--- src/rtl/frame_painter_pkg.sv ---
// +----------------------------------------------------------------------+
// | frame_pkg                                                            |
// | Shared constants, types and helpers for the frame buffer painter.    |
// | Rev 1.0 - initial release                                            |
// +----------------------------------------------------------------------+
`default_nettype none

package frame_pkg;

    localparam int H_RES    = 640;
    localparam int V_RES    = 480;
    localparam int FB_DEPTH = 307200;
    localparam int ADDR_W   = 19;
    localparam int SPR_AW   = 12;
    localparam int COORD_W  = 11;
    localparam int SIZE_W   = 7;

    localparam logic [7:0] TRANSPARENT = 8'h00;

    typedef enum logic [1:0] {
        OP_FILL  = 2'b00,
        OP_BLIT  = 2'b01,
        OP_CLEAR = 2'b10,
        OP_NOP   = 2'b11
    } draw_op_t;

    typedef enum logic [1:0] {
        IDLE  = 2'd0,
        SCAN  = 2'd1,
        CLEAR = 2'd2,
        DONE  = 2'd3
    } painter_state_t;

    typedef struct packed {
        draw_op_t                   op;
        logic signed [COORD_W-1:0]  x;
        logic signed [COORD_W-1:0]  y;
        logic [SIZE_W-1:0]          w;
        logic [SIZE_W-1:0]          h;
        logic [7:0]                 color;
        logic [SPR_AW-1:0]          spr_base;
    } draw_cmd_t;

    // Negative coordinates read as large unsigned values, so one unsigned
    // compare per axis rejects both edges of the screen.
    function automatic logic on_screen(input logic signed [COORD_W-1:0] x,
                                       input logic signed [COORD_W-1:0] y);
        return ($unsigned(x) < COORD_W'(H_RES)) && ($unsigned(y) < COORD_W'(V_RES));
    endfunction

    // Linear address y*640 + x built from shifts (640 = 512 + 128).
    function automatic logic [ADDR_W-1:0] pix_addr(input logic signed [COORD_W-1:0] x,
                                                   input logic signed [COORD_W-1:0] y);
        logic [ADDR_W-1:0] ax;
        logic [ADDR_W-1:0] ay;
        ax = ADDR_W'($unsigned(x));
        ay = ADDR_W'($unsigned(y));
        return (ay << 9) + (ay << 7) + ax;
    endfunction

endpackage

`default_nettype wire

--- src/rtl/frame_painter_if.sv ---
// +----------------------------------------------------------------------+
// | frame_painter_if                                                     |
// | Command, sprite ROM and frame buffer write signals of the painter.   |
// | Rev 1.0 - initial release                                            |
// +----------------------------------------------------------------------+
`default_nettype none

interface frame_painter_if;
    import frame_pkg::*;

    logic                       cmd_valid;
    logic                       cmd_ready;
    logic [1:0]                 cmd_op;
    logic signed [COORD_W-1:0]  cmd_x;
    logic signed [COORD_W-1:0]  cmd_y;
    logic [SIZE_W-1:0]          cmd_w;
    logic [SIZE_W-1:0]          cmd_h;
    logic [7:0]                 cmd_color;
    logic [SPR_AW-1:0]          cmd_spr_base;
    logic [SPR_AW-1:0]          spr_addr;
    logic [7:0]                 spr_data;
    logic [ADDR_W-1:0]          frame_wrAddress;
    logic [7:0]                 frame_input;
    logic                       frame_we;
    logic                       busy;
    logic                       done;

    // Command source / environment side.
    modport master (
        output cmd_valid, cmd_op, cmd_x, cmd_y, cmd_w, cmd_h, cmd_color, cmd_spr_base,
        output spr_data,
        input  cmd_ready, spr_addr, frame_wrAddress, frame_input, frame_we, busy, done
    );

    // Painter side.
    modport slave (
        input  cmd_valid, cmd_op, cmd_x, cmd_y, cmd_w, cmd_h, cmd_color, cmd_spr_base,
        input  spr_data,
        output cmd_ready, spr_addr, frame_wrAddress, frame_input, frame_we, busy, done
    );

endinterface

`default_nettype wire

--- src/rtl/frame_scan_counter.sv ---
// +----------------------------------------------------------------------+
// | frame_scan_counter                                                   |
// | Raster (col,row) counter, col fastest, with last flag on (w-1,h-1).  |
// | Rev 1.0 - initial release                                            |
// +----------------------------------------------------------------------+
`default_nettype none

module frame_scan_counter
    import frame_pkg::*;
(
    input  wire logic               clk,
    input  wire logic               rst,
    input  wire logic               load,
    input  wire logic               step,
    input  wire logic [SIZE_W-1:0]  w,
    input  wire logic [SIZE_W-1:0]  h,
    output logic [SIZE_W-1:0]       col,
    output logic [SIZE_W-1:0]       row,
    output logic                    last
);

    logic [SIZE_W-1:0] r_col;
    logic [SIZE_W-1:0] r_row;
    logic              w_row_end;

    // w and h are held stable by the caller for the whole scan.
    assign w_row_end = (r_col == (w - SIZE_W'(1)));
    assign last      = w_row_end && (r_row == (h - SIZE_W'(1)));
    assign col       = r_col;
    assign row       = r_row;

    // Restart at the origin on load, otherwise advance one pixel per step.
    always_ff @(posedge clk) begin
        if (rst) begin
            r_col <= '0;
            r_row <= '0;
        end else if (load) begin
            r_col <= '0;
            r_row <= '0;
        end else if (step) begin
            if (w_row_end) begin
                r_col <= '0;
                r_row <= r_row + SIZE_W'(1);
            end else begin
                r_col <= r_col + SIZE_W'(1);
            end
        end
    end

endmodule

`default_nettype wire

--- src/rtl/frame_painter.sv ---
// +----------------------------------------------------------------------+
// | frame_painter                                                        |
// | Rasterizes fill / sprite blit / clear commands into one frame buffer |
// | write per clock, clipping at screen edges and skipping transparent.  |
// | Rev 1.0 - initial release                                            |
// +----------------------------------------------------------------------+
`default_nettype none

module frame_painter
    import frame_pkg::*;
(
    input  wire logic       clk,
    input  wire logic       rst,
    frame_painter_if.slave  bus
);

    painter_state_t             r_state;
    painter_state_t             w_next_state;
    draw_cmd_t                  r_cmd;
    draw_cmd_t                  w_new_cmd;
    logic                       w_accept;
    logic                       w_start_scan;

    logic                       r_s0_valid;
    logic [SPR_AW-1:0]          r_spr_offset;
    logic [SIZE_W-1:0]          w_col;
    logic [SIZE_W-1:0]          w_row;
    logic                       w_last;

    logic                       r_p1_valid;
    logic                       r_p1_last;
    logic [SIZE_W-1:0]          r_p1_col;
    logic [SIZE_W-1:0]          r_p1_row;
    logic                       r_out_last;

    logic [ADDR_W-1:0]          r_clr_cnt;
    logic                       w_clr_active;

    logic signed [COORD_W-1:0]  w_px;
    logic signed [COORD_W-1:0]  w_py;
    logic                       w_pix_write;

    logic                       r_we;
    logic [ADDR_W-1:0]          r_addr;
    logic [7:0]                 r_data;

    // Bundle the incoming command fields.
    always_comb begin
        w_new_cmd.op       = draw_op_t'(bus.cmd_op);
        w_new_cmd.x        = bus.cmd_x;
        w_new_cmd.y        = bus.cmd_y;
        w_new_cmd.w        = bus.cmd_w;
        w_new_cmd.h        = bus.cmd_h;
        w_new_cmd.color    = bus.cmd_color;
        w_new_cmd.spr_base = bus.cmd_spr_base;
    end

    assign w_accept     = bus.cmd_valid && (r_state == IDLE);
    assign w_start_scan = w_accept
                          && ((w_new_cmd.op == OP_FILL) || (w_new_cmd.op == OP_BLIT))
                          && (w_new_cmd.w != '0) && (w_new_cmd.h != '0);

    // State register.
    always_ff @(posedge clk) begin
        if (rst) begin
            r_state <= IDLE;
        end else begin
            r_state <= w_next_state;
        end
    end

    // Next-state decode; degenerate commands go straight to DONE.
    always_comb begin
        w_next_state = r_state;
        case (r_state)
            IDLE: begin
                if (w_accept) begin
                    if (w_new_cmd.op == OP_CLEAR) begin
                        w_next_state = CLEAR;
                    end else if (w_start_scan) begin
                        w_next_state = SCAN;
                    end else begin
                        w_next_state = DONE;
                    end
                end
            end
            SCAN:    if (r_out_last) w_next_state = DONE;
            CLEAR:   if (r_clr_cnt == ADDR_W'(FB_DEPTH)) w_next_state = DONE;
            DONE:    w_next_state = IDLE;
            default: w_next_state = IDLE;
        endcase
    end

    // Status outputs decoded from the current state.
    always_comb begin
        bus.cmd_ready = (r_state == IDLE);
        bus.busy      = (r_state != IDLE);
        bus.done      = (r_state == DONE);
    end

    // Hold the accepted command for the whole operation.
    always_ff @(posedge clk) begin
        if (rst) begin
            r_cmd <= '0;
        end else if (w_accept) begin
            r_cmd <= w_new_cmd;
        end
    end

    frame_scan_counter u_scan (
        .clk  (clk),
        .rst  (rst),
        .load (w_start_scan),
        .step (r_s0_valid),
        .w    (r_cmd.w),
        .h    (r_cmd.h),
        .col  (w_col),
        .row  (w_row),
        .last (w_last)
    );

    // Stage 0: pixel valid flag and running sprite offset (wraps naturally).
    always_ff @(posedge clk) begin
        if (rst) begin
            r_s0_valid   <= 1'b0;
            r_spr_offset <= '0;
        end else if (w_accept) begin
            r_s0_valid   <= w_start_scan;
            r_spr_offset <= '0;
        end else if (r_s0_valid) begin
            r_spr_offset <= r_spr_offset + SPR_AW'(1);
            if (w_last) begin
                r_s0_valid <= 1'b0;
            end
        end
    end

    assign bus.spr_addr = r_cmd.spr_base + r_spr_offset;

    // Stage 1: align the raster position with the ROM's one-cycle latency.
    always_ff @(posedge clk) begin
        if (rst) begin
            r_p1_valid <= 1'b0;
            r_p1_last  <= 1'b0;
            r_p1_col   <= '0;
            r_p1_row   <= '0;
            r_out_last <= 1'b0;
        end else begin
            r_p1_valid <= r_s0_valid;
            r_p1_last  <= r_s0_valid && w_last;
            r_p1_col   <= w_col;
            r_p1_row   <= w_row;
            r_out_last <= r_p1_last;
        end
    end

    // Screen position wraps at 11-bit signed, so far-right origins clip.
    assign w_px = r_cmd.x + $signed({{(COORD_W-SIZE_W){1'b0}}, r_p1_col});
    assign w_py = r_cmd.y + $signed({{(COORD_W-SIZE_W){1'b0}}, r_p1_row});

    assign w_pix_write = r_p1_valid && on_screen(w_px, w_py)
                         && ((r_cmd.op == OP_FILL) || (bus.spr_data != TRANSPARENT));

    assign w_clr_active = (r_state == CLEAR) && (r_clr_cnt != ADDR_W'(FB_DEPTH));

    // Clear address counter, restarted on every accept.
    always_ff @(posedge clk) begin
        if (rst) begin
            r_clr_cnt <= '0;
        end else if (w_accept) begin
            r_clr_cnt <= '0;
        end else if (w_clr_active) begin
            r_clr_cnt <= r_clr_cnt + ADDR_W'(1);
        end
    end

    // Registered write port; address and data only move when a write is issued.
    always_ff @(posedge clk) begin
        if (rst) begin
            r_we   <= 1'b0;
            r_addr <= '0;
            r_data <= '0;
        end else if (w_clr_active) begin
            r_we   <= 1'b1;
            r_addr <= r_clr_cnt;
            r_data <= r_cmd.color;
        end else if (w_pix_write) begin
            r_we   <= 1'b1;
            r_addr <= pix_addr(w_px, w_py);
            r_data <= (r_cmd.op == OP_FILL) ? r_cmd.color : bus.spr_data;
        end else begin
            r_we   <= 1'b0;
        end
    end

    assign bus.frame_we        = r_we;
    assign bus.frame_wrAddress = r_addr;
    assign bus.frame_input     = r_data;

endmodule

`default_nettype wire
--- src/flat_wrapper.sv ---
// flat-port wrapper written by rule: the top's interface ports become plain ports
module frame_painter_flat import frame_pkg::*;
  (clk, rst, bus_cmd_valid, bus_cmd_op, bus_cmd_x, bus_cmd_y, bus_cmd_w, bus_cmd_h, bus_cmd_color, bus_cmd_spr_base, bus_spr_data, bus_cmd_ready, bus_spr_addr, bus_frame_wrAddress, bus_frame_input, bus_frame_we, bus_busy, bus_done);
  frame_painter_if bus_i ();
  input  wire logic clk;
  input  wire logic rst;
  input wire logic [$bits(bus_i.cmd_valid)-1:0] bus_cmd_valid;
  input wire logic [$bits(bus_i.cmd_op)-1:0] bus_cmd_op;
  input wire logic [$bits(bus_i.cmd_x)-1:0] bus_cmd_x;
  input wire logic [$bits(bus_i.cmd_y)-1:0] bus_cmd_y;
  input wire logic [$bits(bus_i.cmd_w)-1:0] bus_cmd_w;
  input wire logic [$bits(bus_i.cmd_h)-1:0] bus_cmd_h;
  input wire logic [$bits(bus_i.cmd_color)-1:0] bus_cmd_color;
  input wire logic [$bits(bus_i.cmd_spr_base)-1:0] bus_cmd_spr_base;
  input wire logic [$bits(bus_i.spr_data)-1:0] bus_spr_data;
  output wire logic [$bits(bus_i.cmd_ready)-1:0] bus_cmd_ready;
  output wire logic [$bits(bus_i.spr_addr)-1:0] bus_spr_addr;
  output wire logic [$bits(bus_i.frame_wrAddress)-1:0] bus_frame_wrAddress;
  output wire logic [$bits(bus_i.frame_input)-1:0] bus_frame_input;
  output wire logic [$bits(bus_i.frame_we)-1:0] bus_frame_we;
  output wire logic [$bits(bus_i.busy)-1:0] bus_busy;
  output wire logic [$bits(bus_i.done)-1:0] bus_done;
  assign bus_i.cmd_valid = bus_cmd_valid;
  assign bus_i.cmd_op = bus_cmd_op;
  assign bus_i.cmd_x = bus_cmd_x;
  assign bus_i.cmd_y = bus_cmd_y;
  assign bus_i.cmd_w = bus_cmd_w;
  assign bus_i.cmd_h = bus_cmd_h;
  assign bus_i.cmd_color = bus_cmd_color;
  assign bus_i.cmd_spr_base = bus_cmd_spr_base;
  assign bus_i.spr_data = bus_spr_data;
  assign bus_cmd_ready = bus_i.cmd_ready;
  assign bus_spr_addr = bus_i.spr_addr;
  assign bus_frame_wrAddress = bus_i.frame_wrAddress;
  assign bus_frame_input = bus_i.frame_input;
  assign bus_frame_we = bus_i.frame_we;
  assign bus_busy = bus_i.busy;
  assign bus_done = bus_i.done;
  frame_painter u_core (.clk(clk), .rst(rst), .bus(bus_i));
endmodule
--- config.mk ---
export PLATFORM = sky130hd
export DESIGN_NAME = frame_painter_flat
export DESIGN_NICKNAME = d
export VERILOG_FILES = /design/src/rtl/frame_painter_pkg.sv /design/src/rtl/frame_painter_if.sv /design/src/rtl/frame_scan_counter.sv /design/src/rtl/frame_painter.sv /design/src/flat_wrapper.sv
export SDC_FILE = /design/constraint.sdc
export NUM_CORES = 1
export LEC_CHECK = 0
export CORE_MARGIN = 2
export CORE_UTILIZATION = 62
export CTS_BUF_LIST = sky130_fd_sc_hd__clkbuf_8
export DETAILED_ROUTE_END_ITERATION = 16
export MAX_ROUTING_LAYER = met4
export PLACE_DENSITY = 0.88
export RECOVER_POWER = 50
export SLEW_MARGIN = 20
export SYNTH_ARGS = -nofsm -noshare
export SYNTH_HDL_FRONTEND = slang
export SYNTH_SLANG_ARGS = --single-unit
--- constraint.sdc ---
create_clock -name clk -period 6.6 [get_ports clk]
set_input_delay 1.32 -clock clk [delete_from_list [all_inputs] [get_ports clk]]
set_output_delay 1.32 -clock clk [all_outputs]
set_load 0.05 [all_outputs]
Yosys cells after proc, flatten, opt, wreduce, memory -nomap -nowiden
Cells that the tools add are included.
- bits in registers: 151
- input bits: 69
- output and inout bits: 43
- word-level logic and storage cells: 87
- add/subtract/negate cells: 11
- $lt $le $gt $ge: 2
- eq/ne operators: 12
- muxes and demuxes: 17
- reduce and logical (&&, ||, !) cells: 24
- operators by type and width (operator ; count):
    $mux 19 ; 2
    $mux 8 ; 3
    $add 11x8->11 ; 2
    $add 19x1->19 const B ; 1
    $add 19x11->19 ; 1
    $add 19x18->19 ; 1
    $eq 19x19->1 const B ; 1
    $ne 19x19->1 const B ; 1
    $add 7x1->7 const B ; 2
    $eq 7x7->1 ; 2
    $reduce_bool 7->1 ; 2
    $sub 7x1->7 const B ; 2
    $add 12x1->12 const B ; 1
    $add 12x12->12 ; 1
    $lt 11x10->1 const B ; 1
    $lt 11x9->1 const B ; 1
    $logic_and 1x1->1 ; 10
    $mux 2 ; 5
    $pmux 2 s4 ; 1
    $reduce_bool 8->1 ; 1
    $mux 7 ; 1
    $eq 2x2->1 const B ; 3
    $logic_not 2->1 ; 3
    $ne 2x1->1 const B ; 3
    other kinds (7) ; 15

Longest topological paths before layout
- word-level depth: 9
- depth in mapped cells: 17
- depth with buffers taken out: 17

Hierarchy
A second synthesis with hierarchy kept.
- cell total of the unflattened synthesis: 1020
- area, all modules: 8558.2 µm²
- modules (own cells, without submodules) (module ; instances ; cells an instance ; area an instance (µm²) ; seq. area each (µm²)):
    frame_painter ; 1 ; 892 ; 7509.7 ; 2742.6
    frame_scan_counter ; 1 ; 128 ; 1048.5 ; 280.3

Least setup slack after synthesis
No wires, ideal clock.
- kind: register to output
- start: register u_core.r_spr_offset[0]
- end: output bus_spr_addr[10]
- arrival time: 3.560 ns
- data required time: 5.280 ns
- setup slack: 1.720 ns
- cell stages (with the launch flop): 11
- buffers on the path: 0
- cells stage by stage: dfxtp_1 -> ha_1 -> inv_1 -> fa_1 -> nor2b_1 -> o21ai_0 -> a21boi_0 -> o21ai_0 -> nand2b_1 -> a31oi_1 -> o311ai_0
- longest elaborated chain between the ends: 1
- ends and longest elaborated chain (item ; RTL line ; source):
    from (decl) ; frame_painter.sv:25 ; logic [SPR_AW-1:0] r_spr_offset;
    from (signal assigned) ; frame_painter.sv:131 ; r_spr_offset <= r_spr_offset + SPR_AW'(1);
    $add 12x12->12 ; frame_painter.sv:138 ; assign bus.spr_addr = r_cmd.spr_base + r_spr_offset;
    to (decl) ; flat_wrapper.sv:17 ; output wire logic [$bits(bus_i.spr_addr)-1:0] bus_spr_addr;
Every way passes these cells.

Final worst setup path
- start: input rst
- end: register u_core.r_data[6] (netlist: u_core.bus.frame_input[6])
- RTL lines (item ; RTL line ; source):
    from (decl) ; flat_wrapper.sv:6 ; input wire logic rst;
    to (signal assigned) ; frame_painter.sv:186 ; r_data <= r_cmd.color;
    to (signal assigned) ; frame_painter.sv:190 ; r_data <= (r_cmd.op == OP_FILL) ? r_cmd.color : bus.spr_data;
    to (decl) ; frame_painter.sv:45 ; logic [7:0] r_data;
No word-level cell between the ends.

==> impl_metrics.toml <==
[yosys]
async_reset_ff_share_pct = 0
synth.area.top_cells = "dfxtp_1 36%, ha_1 8.2%, nand2_1 7.1%"
syn_area_um2 = 8370
ys_top_cells_by_count = "159 x nand2_1, 151 x dfxtp_1, 85 x nor2_1"
yosysMostFrequentCell = "nand2_1"
ys_warn_count = 0
seq_area_frac_synth_pct = 36.1
synth_cells = 976
yosys.area.top_type = "dfxtp_1"
synth_cell_types = 77
synth.top_cell.area_share_pct = 36.1
dominantRegCellSynth = "dfxtp_1"
synth_edf_count = 0
avgSynthCellArea_um2 = 8.58
syn_nets = 1106
synth_seq_cells = 151

[worst_setup_path]
crit_family = "buffers and inverters"
cp_max_fo = 79
r2r-end = "u_core.bus.frame_wrAddress[18]"
critPathBufInv = 2
crit_arrival_ps = 5400
reg2reg_slack_ps = 2180
r2r_start = "u_core.r_p1_col[0]"
reg2regPathDepth = 17
worstSetupPathType = "input port to flop"
crit_slowest_cell = "clkbuf_1"
critical_path.max_stage_delay_ps = 2260
crit_required_ps = 6880
crit_chain = "clkbuf_1, clkbuf_1, o31ai_2"
critPathCaptureType = "flop"
crit_path_start_kind = "input port"
cp_common_cell = "clkbuf_1"

[drt]
antenna_left = 0
viasPerCell = 5.75
drt-total-wl_um = 19000
dr.pass1.iters = 5
drtIter0Drc = 518
drc = 0
vias = 7206
detail_route.wl_per_cell_um = 15.2

[layout]
drive_gt1_share_pct = 6.49
insertedDiodeCount = 0
num-fill-cells = 960
multi_input_area_um2 = 5020
instances_no_fill = 1254
syn_to_final_growth_pct = 19.5
layout.nets = 1195
regArea_um2 = 3020

[sta]
timing.fmax_mhz = 195
period_needed_ps = 5130
final.setup.worst_slack_ps = 1470
worstMarginPinSlew_ps = 3260
max_slew_margin_pct = -117
finalMaxSlewViolations = 121
setup_viol = 0
fin_skew_ps = 13.1
whs_ps = 458
rsz0062_at_grt = "no"
tns_ps = 0
finalHoldViolCount = 0
period_share_pct = 77.7

[cts]
ctsRootBufferMaster = "clkbuf_8"
cts.clk_slew.worst_paths_ps = 80
post_cts_buffers = 0
cts_tree = "yes"
clk-insertion-delay-late_ps = 460
cts_max_path_buffers = 2
hold_buffers = 0
htreeDepth = 4
clock-sinks = 151
cts_buffers = 17
post_cts_resized = 0

[floorplan]
chipWidth_um = 120
initial_core_util_pct = 63.5
row_count = 42
core-area_um2 = 13200
die_height_um = 120
io_pins = 112
die_area_um2 = 14400

[global_route]
grt_pass1_vias = 6925
antenna_found_initial = 0
overflow = 0
grt_pass1_wl_um = 32300
grt_use_total_pct = 28.3
grt_max_degree = 80

[run_status]
status = "finished with violations"
violations = "max-capacitance violations, max-slew violations"

[placed_design]
io_buffers = 111
dp_cells = 1222
dpl.hpwl_um = 14000
gp_congestion = 0.907
place_ws_ps = 2220

[hold_path]
holdPathStages = 2
hold_end = "u_core.r_cmd[14]"
hp-start = "u_core.r_cmd[14]"
worst_hold_path_type = "flop to flop"

[power]
p_leak_nw = 4.05
vdd_drop_max_v = 0.000317
power.density_nw_per_um2 = 315

[flow_run]
drv_cap = 2
-- flip-flops by register name, summed over array words and instances (netlist names) --
register	flops
u_core.bus.frame_input	8
u_core.bus.frame_we	1
u_core.bus.frame_wrAddress	19
u_core.r_clr_cnt	19
u_core.r_cmd	58
u_core.r_out_last	1
u_core.r_p1_col	7
u_core.r_p1_last	1
u_core.r_p1_row	7
u_core.r_p1_valid	1
u_core.r_s0_valid	1
u_core.r_spr_offset	12
u_core.r_state	2
u_core.u_scan.col	7
u_core.u_scan.row	7
-- tightest hold or removal path, cell delays in order, from the launching register on --
cell and delay, ps:
dfxtp_1 310, nand2_1 50, a21oi_1 50
-- routing by layer --
layer / GRT usage, % / share of wire [%] / wire length [um] / vias up
li1: - / - / - / 3598
met1: 34.7 / 44 / 8440 / 3381
met2: 46.2 / 48 / 9110 / 198
met3: 6.23 / 6.1 / 1160 / 29
met4: 9.93 / 1.7 / 327 / 0
met5: - / 0 / 0 / -
-- through the flow --
stage	power (mW)	util, %	area [um2]
after floorplan	2.02	-	8370
after global placement	2.32	72.3	9540
after detailed placement	2.36	72.3	9540
after CTS	3.17	75.8	10000
after global routing	3.32	75.8	10000
final	3.15	75.8	10000
-- area by class of cell --
cell class | count | area share [%]
Multi-Input combinational cell | 744 | 50.2
Clock inverter | 13 | 2.03
Clock buffer | 19 | 2.61
Sequential cell | 151 | 30.2
Timing Repair Buffer | 116 | 11.4
Inverter | 35 | 1.31
Tap cell | 176 | 2.20
-- power by group --
part / leakage [nW] / switching, mW / internal, mW
sequential: 1.23 / 0.0999 / 1.03
combinational: 2.59 / 0.773 / 0.438
clock: 0.231 / 0.348 / 0.468
total: 4.05 / 1.22 / 1.93
-- logic make-up (layout without fill, tap and decap cells) --
| logic type | Yosys count | after routing | synth area share [%] |
|---|---|---|---|
| XOR/XNOR | 86 | 86 | 9.34 |
| AO/OA/AOI/OAI | 194 | 194 | 16.3 |
| multiplexers | 27 | 27 | 3.23 |
| AND/OR/NAND/NOR | 376 | 376 | 21.4 |
| buffers and inverters | 81 | 183 | 3.98 |
| adder cells (fa/ha/maj) | 61 | 61 | 9.65 |
| flip-flops | 151 | 151 | 36.1 |
-- cell usage in the layout, fill, tap and decap left out, types with 5 or more instances in the layout --
| cell type | instances |
|---|---|
| nand2_1 | 158 |
| dfxtp_1 | 151 |
| clkdlybuf4s50_1 | 94 |
| nor2_1 | 85 |
| a21oi_1 | 83 |
| ha_1 | 55 |
| xnor2_1 | 48 |
| inv_1 | 36 |
| xor2_1 | 36 |
| mux2i_1 | 27 |
| nand3_1 | 21 |
| clkbuf_8 | 19 |
| o21ai_0 | 17 |
| nor2b_1 | 16 |
| dlygate4sd3_1 | 16 |
| nand4_1 | 14 |
| a211oi_1 | 13 |
| or3_1 | 12 |
| nor3_1 | 11 |
| nand4b_1 | 10 |
| and3_1 | 9 |
| o31ai_2 | 8 |
| nor4_1 | 7 |
| o21ai_1 | 7 |
| o211ai_1 | 6 |
| fa_1 | 6 |
| a21o_1 | 5 |
| or2_2 | 5 |
| bufinv_16 | 5 |
-- worst max path at each step --
stage                           startpoint                   endpoint  depth (start not counted)
floorplan           u_core.r_spr_offset[0]           bus_spr_addr[10]                         10
global placement    u_core.r_spr_offset[0]           bus_spr_addr[10]                         11
detailed placement  u_core.r_spr_offset[0]           bus_spr_addr[10]                         11
CTS                 u_core.r_spr_offset[0]           bus_spr_addr[10]                         11
global route                           rst  u_core.bus.frame_input[0]                          3
finish                                 rst  u_core.bus.frame_input[6]                          3
No activity file was read; power rests on OpenSTA's default activity.
